File: src/rtl/ldpc_ctrl_pkg.sv
// Shared types and sizing helpers for the LDPC iteration scheduler.
package ldpc_ctrl_pkg;

  typedef enum logic [2:0] {
    ST_IDLE  = 3'd0,
    ST_LOAD  = 3'd1,
    ST_CN    = 3'd2,
    ST_VN    = 3'd3,
    ST_CHECK = 3'd4,
    ST_DONE  = 3'd5
  } state_e;

  localparam int DEFAULT_MAX_ITER = 16;

  // Counter must represent 0..max_iter inclusive.
  function automatic int iter_w(input int max_iter);
    return $clog2(max_iter + 1);
  endfunction

  function automatic int timer_w(input int load_cycles, input int cn_lat, input int vn_lat);
    int m;
    m = load_cycles;
    if (cn_lat > m) m = cn_lat;
    if (vn_lat > m) m = vn_lat;
    return (m > 1) ? $clog2(m) : 1;
  endfunction

endpackage

File: src/rtl/ldpc_phase_timer.sv
// Loadable down-counter that times each decoder phase; zero_o marks the last phase cycle.
module ldpc_phase_timer #(
  parameter int W = 1
) (
  input  logic         clk,
  input  logic         rst,
  input  logic         load_i,
  input  logic [W-1:0] load_val_i,
  output logic         zero_o
);

  logic [W-1:0] cnt_q, cnt_d;

  // NOTE: combinational blocks use blocking '=' and assign every output a default first, so no latch is inferred.
  always_comb begin
    cnt_d = cnt_q;
    if (load_i) begin
      cnt_d = load_val_i;
    end else if (cnt_q != '0) begin
      cnt_d = cnt_q - W'(1);
    end
  end

  // NOTE: state registers use non-blocking '<=' so every flop samples pre-edge values.
  always_ff @(posedge clk) begin
    if (rst) cnt_q <= '0;
    else     cnt_q <= cnt_d;
  end

  assign zero_o = (cnt_q == '0);

endmodule

File: src/rtl/ldpc_iter_ctrl.sv
// Iteration scheduler for the flooding LDPC decoder: LOAD -> (CN -> VN -> CHECK)* -> DONE,
// with early exit on zero syndrome, iteration cap, abort, and valid/ready result hand-off.
module ldpc_iter_ctrl
  import ldpc_ctrl_pkg::*;
#(
  parameter int MAX_ITER    = DEFAULT_MAX_ITER,
  parameter int ITER_W      = iter_w(MAX_ITER),
  parameter int LOAD_CYCLES = 1,
  parameter int CN_LAT      = 1,
  parameter int VN_LAT      = 1
) (
  input  logic              clk,
  input  logic              rst,
  input  logic              start,
  input  logic              abort,
  input  logic              syndrome_zero,
  input  logic              out_ready,
  output logic              busy,
  output logic              llr_load,
  output logic              vn_clr,
  output logic              cn_en,
  output logic              vn_en,
  output logic [ITER_W-1:0] iter_count,
  output logic              out_valid,
  output logic              success
);

  localparam int              TMR_W    = timer_w(LOAD_CYCLES, CN_LAT, VN_LAT);
  localparam logic [ITER_W-1:0] ITER_MAX = ITER_W'(MAX_ITER);

  state_e             state_q, state_d;
  logic [ITER_W-1:0]  iter_q, iter_d;
  logic               success_q, success_d;
  logic               abort_clr_q, abort_clr_d;
  logic               busy_w;
  logic               tmr_load, tmr_zero;
  logic [TMR_W-1:0]   tmr_val;

  assign busy_w = (state_q == ST_LOAD) || (state_q == ST_CN) ||
                  (state_q == ST_VN)   || (state_q == ST_CHECK);

  always_comb begin
    state_d     = state_q;
    iter_d      = iter_q;
    success_d   = success_q;
    abort_clr_d = 1'b0;
    case (state_q)
      ST_IDLE: if (start) begin
        state_d   = ST_LOAD;
        iter_d    = '0;
        success_d = 1'b0;
      end
      ST_LOAD: if (tmr_zero) state_d = ST_CN;
      ST_CN:   if (tmr_zero) state_d = ST_VN;
      ST_VN:   if (tmr_zero) begin
        state_d = ST_CHECK;
        if (iter_q != ITER_MAX) iter_d = iter_q + ITER_W'(1);
      end
      ST_CHECK: begin
        if (syndrome_zero) begin
          state_d   = ST_DONE;
          success_d = 1'b1;
        end else if (iter_q == ITER_MAX) begin
          state_d   = ST_DONE;
          success_d = 1'b0;
        end else begin
          state_d = ST_CN;
        end
      end
      ST_DONE: if (out_ready) state_d = ST_IDLE;
      default: state_d = ST_IDLE;
    endcase

    // Abort overrides any phase exit or CHECK decision taken above.
    if (busy_w && abort) begin
      state_d     = ST_IDLE;
      iter_d      = iter_q;
      success_d   = 1'b0;
      abort_clr_d = 1'b1;
    end
  end

  // Timer is reloaded on every state change; untimed states load zero.
  always_comb begin
    tmr_load = (state_d != state_q);
    case (state_d)
      ST_LOAD: tmr_val = TMR_W'(LOAD_CYCLES - 1);
      ST_CN:   tmr_val = TMR_W'(CN_LAT - 1);
      ST_VN:   tmr_val = TMR_W'(VN_LAT - 1);
      default: tmr_val = '0;
    endcase
  end

  ldpc_phase_timer #(
    .W (TMR_W)
  ) u_timer (
    .clk        (clk),
    .rst        (rst),
    .load_i     (tmr_load),
    .load_val_i (tmr_val),
    .zero_o     (tmr_zero)
  );

  always_ff @(posedge clk) begin
    if (rst) begin
      state_q     <= ST_IDLE;
      iter_q      <= '0;
      success_q   <= 1'b0;
      abort_clr_q <= 1'b0;
    end else begin
      state_q     <= state_d;
      iter_q      <= iter_d;
      success_q   <= success_d;
      abort_clr_q <= abort_clr_d;
    end
  end

  assign busy       = busy_w;
  assign llr_load   = (state_q == ST_LOAD);
  assign vn_clr     = (state_q == ST_LOAD) || abort_clr_q;
  assign cn_en      = (state_q == ST_CN);
  assign vn_en      = (state_q == ST_VN);
  assign out_valid  = (state_q == ST_DONE);
  assign iter_count = iter_q;
  assign success    = success_q;

endmodule

File: config.mk
export PLATFORM = sky130hd
export DESIGN_NAME = ldpc_iter_ctrl
export DESIGN_NICKNAME = d
export VERILOG_FILES = /design/src/rtl/ldpc_ctrl_pkg.sv /design/src/rtl/ldpc_phase_timer.sv /design/src/rtl/ldpc_iter_ctrl.sv
export SDC_FILE = /design/constraint.sdc
export NUM_CORES = 1
export LEC_CHECK = 0
export BUFFER_PORTS_ARGS = -buffer_cell sky130_fd_sc_hd__buf_2
export CORE_MARGIN = 1
export CORE_UTILIZATION = 42
export CTS_CLUSTER_SIZE = 8
export DETAILED_ROUTE_END_ITERATION = 16
export GPL_TIMING_DRIVEN = 0
export PLACE_DENSITY = 0.67
export SLEW_MARGIN = 30
export SYNTH_ARGS = -nofsm -noshare
export SYNTH_HDL_FRONTEND = slang
export SYNTH_SLANG_ARGS = --single-unit
File: constraint.sdc
create_clock -name clk -period 3.8 [get_ports clk]
set_input_delay 0 -clock clk [delete_from_list [all_inputs] [get_ports clk]]
set_output_delay 0 -clock clk [all_outputs]
set_load 0.01 [all_outputs]
==> results.json, run 1 <==
{
  "synth_nets": 83,
  "viasPerCell": 5.325,
  "synth.distinct_cells": 34,
  "cell_area_after_synthesis_um2": 638.1,
  "synth.cells.most_frequent": "dfxtp_1, nor2_1, a21oi_1, nand2_1, nand3_1",
  "detailroute.via_count": 607,
  "cts.sinks": 11,
  "peakVddDrop_uv": 231.0,
  "crit_path_start_kind": "flop",
  "worstSkewPairLatency_ns": 0.27,
  "pin_count": 18,
  "max-clock-path-buffers": 2,
  "cts_made_buffers": 3,
  "cts_resized": 0,
  "power-per-cell-area_mw_per_mm2": 325.3,
  "critical_path_peak_fanout": 10,
  "crit_arrival_ns": 2.11,
  "cp.required_ns": 4.02,
  "die_area_mm2": 0.001679,
  "synth_enable_flop_cells": 0,
  "wire_length_of_the_first_global_routing_pass_mm": 1.787,
  "ys_seq_area_frac": 0.3451,
  "finish.utilization": 0.5913,
  "globalRouteOverflowTotal": 0,
  "start_util": 0.4727,
  "grt_pass1_vias": 436,
  "die-height_um": 40.98,
  "dpl_cell_area_um2": 742.0,
  "synthFlopType": "dfxtp_1",
  "drt_total_wl_mm": 1.274,
  "track_usage": 0.1714,
  "die-width_um": 40.98,
  "crit_type": "reg -> reg",
  "num_antenna_cells": 0,
  "nNetsFinal": 108,
  "post-route-period-util": 0.4977,
  "core_area_mm2": 0.001350,
  "placement.io_buffers": 17,
  "drv.max_cap_violation_count": 0,
  "synth_area_per_cell_um2": 8.508,
  "antenna_violations_before_repair": 0,
  "postSynthRegisterBits": 11,
  "clock_tree.root_cell": "clkbuf_4",
  "grt_setup_unrepaired": "false",
  "initialDrtViolationCount": 6,
  "final.min_clock_period_ns": 1.891,
  "netlist_top_cells_area": "dfxtp_1, nor2_1, a21oi_1",
  "skew_ns": 0.005736,
  "setup_viol": 0,
  "area.growth.synth_to_final_pct": 25.10,
  "num_rows": 13,
  "grt_max_degree": 11,
  "drcViolationCount": 0,
  "tns_ns": 0,
  "netlist.top_cell.by_area": "dfxtp_1",
  "fraction_of_layout_instances_using_a_drive_strength_above_1": 0.3030,
  "post-route-cell-area_um2": 798.3,
  "post-synth-top-area-fraction": 0.3451,
  "final_gp_congestion": 0.7450,
  "max_fclk_ghz": 0.5288,
  "firstDrtPassIters": 4,
  "yosysWarnings": 0,
  "r2r_slack_ns": 1.91,
  "instances_no_fill": 114,
  "wire_length_per_cell_after_detailed_routing_um": 11.18,
  "clk_transition_reported_paths_ns": 0.07,
  "worstSetupEndpointType": "flop",
  "fillerInstances": 124,
  "post-synth-top-count-cell": "dfxtp_1",
  "tritoncts": "done",
  "finalMaxSlewViolations": 0,
  "synth-async-reset-ratio": 0,
  "p_leak_nw": 0.3606,
  "fin_worst_hold_slack_ns": 0.04970,
  "syn_inst": 75,
  "status": "complete, no violations",
  "dp.cells": 107,
  "dp_hpwl_um": 947.6,
  "finalHoldViolCount": 0,
  "final_antenna_net_count": 0,
  "h_tree_depth": 1,
  "hp-class": "in -> reg"
}
==> path summary, 6_finish.rpt <==
path,cells after the start,startpoint,to
worst min register to register,2,state_q[0]$_SDFF_PP0_,state_q[2]$_SDFF_PP0_
worst max-delay path,6,state_q[1]$_SDFF_PP0_,abort_clr_q$_SDFF_PP0_
worst min-delay path,3,syndrome_zero,success$_SDFFE_PP0P_
worst max register to register,6,state_q[1]$_SDFF_PP0_,abort_clr_q$_SDFF_PP0_
==> timing repair <==
action / in CTS / in global routing
hold buffers: 3 / 0
setup buffers: 0 / 0
endpoints found under the setup margin: 0 / 0
endpoints found under the hold margin: 2 / 0
==> per-layer routing <==
layer | part of all wire | wire, um | vias to the layer above | track usage
li1 | - | - | 324 | -
met1 | 0.51 | 647 | 272 | 0.2145
met2 | 0.44 | 566 | 11 | 0.2461
met3 | 0.048 | 61 | 0 | 0.09783
met4 | 0 | 0 | 0 | 0.05000
met5 | 0 | 0 | - | 0
==> kinds of logic (layout without fill, tap and decap cells) <==
logic type,Yosys count,in the layout,share of synthesized area
XOR/XNOR,2,2,0.02746
adder cells (fa/ha/maj),2,2,0.03921
AND/OR/NAND/NOR,35,35,0.3373
multiplexers,1,1,0.01765
buffers and inverters,6,30,0.03529
other,1,1,0.005877
AO/OA/AOI/OAI,17,17,0.1922
flip-flops,11,11,0.3451
==> state kept, by name, indices dropped and copies added, names as in the netlist <==
signal,flops
u_timer.cnt_q,1
abort_clr_q,1
state_q,3
iter_count,5
success,1
==> stage by stage <==
| step | total power, mW | setup slack [ns] |
|---|---|---|
| after CTS | 0.2643 | 1.921 |
| after global routing | 0.2777 | 1.736 |
| after global placement | 0.1815 | 1.995 |
| after floorplan | 0.1641 | 1.998 |
| final | 0.2597 | 1.909 |
| after detailed placement | 0.1816 | 1.966 |
==> cells in the final DEF (no fill, tap or decap), drive strengths merged <==
cell / count
and3b: 2
a221o: 2
dfxtp: 11
or3: 1
conb: 1
nor3b: 3
xnor2: 2
a2111o: 1
a221oi: 1
nor3: 1
a21oi: 5
and2: 1
nand2: 5
and2b: 1
dlygate4sd3: 3
a211o: 1
clkbuf: 7
ha: 2
or2: 1
inv: 3
buf: 17
nand4bb: 1
nor2b: 1
a31oi: 1
o32a: 1
o21a: 1
and3: 2
mux2: 1
nand3: 4
nor4b: 1
and4bb: 1
o21ai: 3
nor2: 10
o21bai: 1
==> critical path, stage by stage, from the launching register on <==
cell and delay [ns]:
dfxtp_1 0.36, clkbuf_1 0.34, nor2_1 0.18, xnor2_1 0.25, nand2_1 0.08, nor2_1 0.08, dlygate4sd3_1 0.54
==> where the power goes <==
part | total (mW) | switching, mW | leakage, nW | internal [mW]
registers | 0.123 | 0.00300 | 0.0895 | 0.120
clock network | 0.0778 | 0.0372 | 0.0150 | 0.0406
logic | 0.0592 | 0.0320 | 0.256 | 0.0272
==> cell type report <==
type,count,area [um2],share of cell area
plain buffers,3,11.26,0.01411
multi-input cells,58,395.4,0.4953
clock buffers,4,26.28,0.03292
repair buffers,20,115.1,0.1442
well taps,15,18.77,0.02351
flip-flops and latches,11,220.2,0.2759
inverters,3,11.26,0.01411
Power figures use the tool's default switching activity.
==> run 2: changes to the inputs <==
--- a/config.mk
+++ b/config.mk
@@ -11,7 +11,7 @@
 export CTS_CLUSTER_SIZE = 8
 export DETAILED_ROUTE_END_ITERATION = 16
 export GPL_TIMING_DRIVEN = 0
-export PLACE_DENSITY = 0.67
+export PLACE_DENSITY = 0.69
 export SLEW_MARGIN = 30
 export SYNTH_ARGS = -nofsm -noshare
 export SYNTH_HDL_FRONTEND = slang
==> constraint.sdc (replaced) <==
create_clock -name clk -period 1.7 [get_ports clk]
set_input_delay 0 -clock clk [delete_from_list [all_inputs] [get_ports clk]]
set_output_delay 0 -clock clk [all_outputs]
set_load 0.01 [all_outputs]
==> run 2 against run 1 <==
- wire length increased by 4.7%
- clock-buffer cell count decreased by 1
- the flow now finishes with violations (negative setup slack)
- die area unchanged
- clock skew decreased by 0.0048 ns
- register-to-register slack got worse by 1.9 ns
- first-iteration DRC count increased by 130%
- combinational power increased by 120%
- cell count increased by 1.8%
==> results.json, run 2 (same netlist as run 1, synthesis figures left out) <==
{
  "place_worst_setup_slack_ns": -0.08333,
  "nNetsFinal": 110,
  "crit_type": "reg -> reg",
  "placement.io_buffers": 17,
  "crit_path_start": "iter_count[0]$_SDFFE_PP0P_",
  "setup_viol": 3,
  "tritoncts": "done",
  "cts_made_buffers": 3,
  "peakVddDrop_uv": 561.0,
  "clk_transition_reported_paths_ns": 0.07,
  "reg_to_reg_start": "iter_count[0]$_SDFFE_PP0P_",
  "num_antenna_cells": 0,
  "die-height_um": 40.98,
  "crit_path_start_kind": "flop",
  "final_cell_mix": "buf_2, nor2_1, dfxtp_1, nand2_1, a21oi_1",
  "start_util": 0.4727,
  "power.total_uw": 575.6,
  "worst_r2r_path_depth": 6,
  "violations_in_the_final_reports": "negative setup slack",
  "critical_path_peak_fanout": 5,
  "crit_arrival_ns": 1.89,
  "grt_max_degree": 11,
  "die_area_mm2": 0.001679,
  "cp.required_ns": 1.86,
  "final.min_clock_period_ns": 1.733,
  "num_rows": 13,
  "detailroute.via_count": 624,
  "finalMaxSlewViolations": 0,
  "grt_setup_unrepaired": "true",
  "max-clock-path-buffers": 2,
  "area.growth.synth_to_final_pct": 29.02,
  "grt_pass1_vias": 496,
  "crit_path_end": "iter_count[4]$_SDFFE_PP0P_",
  "finalWorstSetupSlack_ns": -0.03282,
  "final_gp_congestion": 0.7909,
  "final_common_cell": "buf_2",
  "firstDrtPassIters": 4,
  "wire_length_of_the_first_global_routing_pass_mm": 2.035,
  "hp-class": "in -> reg",
  "finalHoldViolCount": 0,
  "r2r_slack_ns": -0.03,
  "p_leak_nw": 0.3749,
  "drcViolationCount": 0,
  "h_tree_depth": 1,
  "drt_total_wl_mm": 1.334,
  "die-width_um": 40.98,
  "pin_count": 18,
  "initialDrtViolationCount": 14,
  "drv.max_cap_violation_count": 0,
  "clock_tree.root_cell": "clkbuf_4",
  "globalRouteOverflowTotal": 0,
  "status": "finished, violations left",
  "max_fclk_ghz": 0.5771,
  "timing.rr.end": "iter_count[4]$_SDFFE_PP0P_",
  "final_antenna_net_count": 0,
  "antenna_violations_before_repair": 0,
  "worstSkewPairLatency_ns": 0.26,
  "cts.sinks": 11,
  "viasPerCell": 5.379,
  "dp_hpwl_um": 946.8,
  "worstSetupEndpointType": "flop",
  "post-route-period-util": 1.019,
  "track_usage": 0.1924,
  "fraction_of_layout_instances_using_a_drive_strength_above_1": 0.4059,
  "wire_length_per_cell_after_detailed_routing_um": 11.50,
  "power-per-cell-area_mw_per_mm2": 699.1,
  "largest_reg_flops": 5,
  "core_area_mm2": 0.001350,
  "skew_ns": 0.0009029,
  "fillerInstances": 122
}
run 2: power breakdown:
group	switching (mW)	internal, mW	leakage (nW)
Clock	0.0853	0.0870	0.0177
Combinational	0.0721	0.0599	0.266
Sequential	0.00669	0.264	0.0911
Total	0.164	0.411	0.375
run 2: cell type report:
cell class | instances | area [um2] | share of cell area
well taps | 15 | 18.77 | 0.02280
flip-flops and latches | 11 | 227.7 | 0.2766
clock inverters | 1 | 5.005 | 0.006079
multi-input cells | 58 | 397.9 | 0.4833
inverters | 3 | 11.26 | 0.01368
clock buffers | 3 | 22.52 | 0.02736
plain buffers | 3 | 12.51 | 0.01520
repair buffers | 22 | 127.6 | 0.1550
run 2: worst min path at each step:
stage | start | endpoint | slack (ns) | cells after the start
5_1_grt | abort | success$_SDFFE_PP0P_ | 0.01 | 2
4_1_cts | abort | success$_SDFFE_PP0P_ | 0.004 | 2
3_3_place_gp | rst | abort_clr_q$_SDFF_PP0_ | 0.27 | 2
6_report | abort | success$_SDFFE_PP0P_ | 0.005 | 2
2_1_floorplan | rst | abort_clr_q$_SDFF_PP0_ | 0.07 | 1
3_5_place_dp | rst | abort_clr_q$_SDFF_PP0_ | 0.27 | 2
run 2: metrics by stage:
stage                     instance area (um2)  hold slack [ns]    util  std cells  setup TNS [ns]
after floorplan                         648.1          0.07151       -         75        -0.04604
after global placement                  752.0           0.2652  0.5570        107         -0.1945
after detailed placement                752.0           0.2679  0.5570        107         -0.2657
after CTS                               822.0         0.003746  0.6089        116        -0.05530
after global routing                    823.3          0.01499  0.6098        116         -0.2269
final                                   823.3         0.005396  0.6098        116        -0.07923
run 2: worst max-delay path, cell delays in order, from the launching register on:
cell and delay, ns:
dfxtp_4 0.35, inv_2 0.04, ha_2 0.15, and4bb_2 0.23, or3_4 0.39, and2_4 0.17, a221o_1 0.30
run 2: timing repair:
item                       in CTS  in global routing
setup endpoints to repair       4                  5
gates resized for setup         1                  2
setup buffers                   3                  0
hold endpoints to repair        1                  0
hold buffers                    2                  0
pin swaps                       1                  0
run 2: per-layer routing:
metal  global-route usage  vias to the layer above  part of all wire
li1                     -                      323                 -
met1               0.2492                      285              0.50
met2               0.2773                       14              0.45
met3              0.09783                        2             0.049
met4              0.05000                        0            0.0052
met5                    0                        -                 0
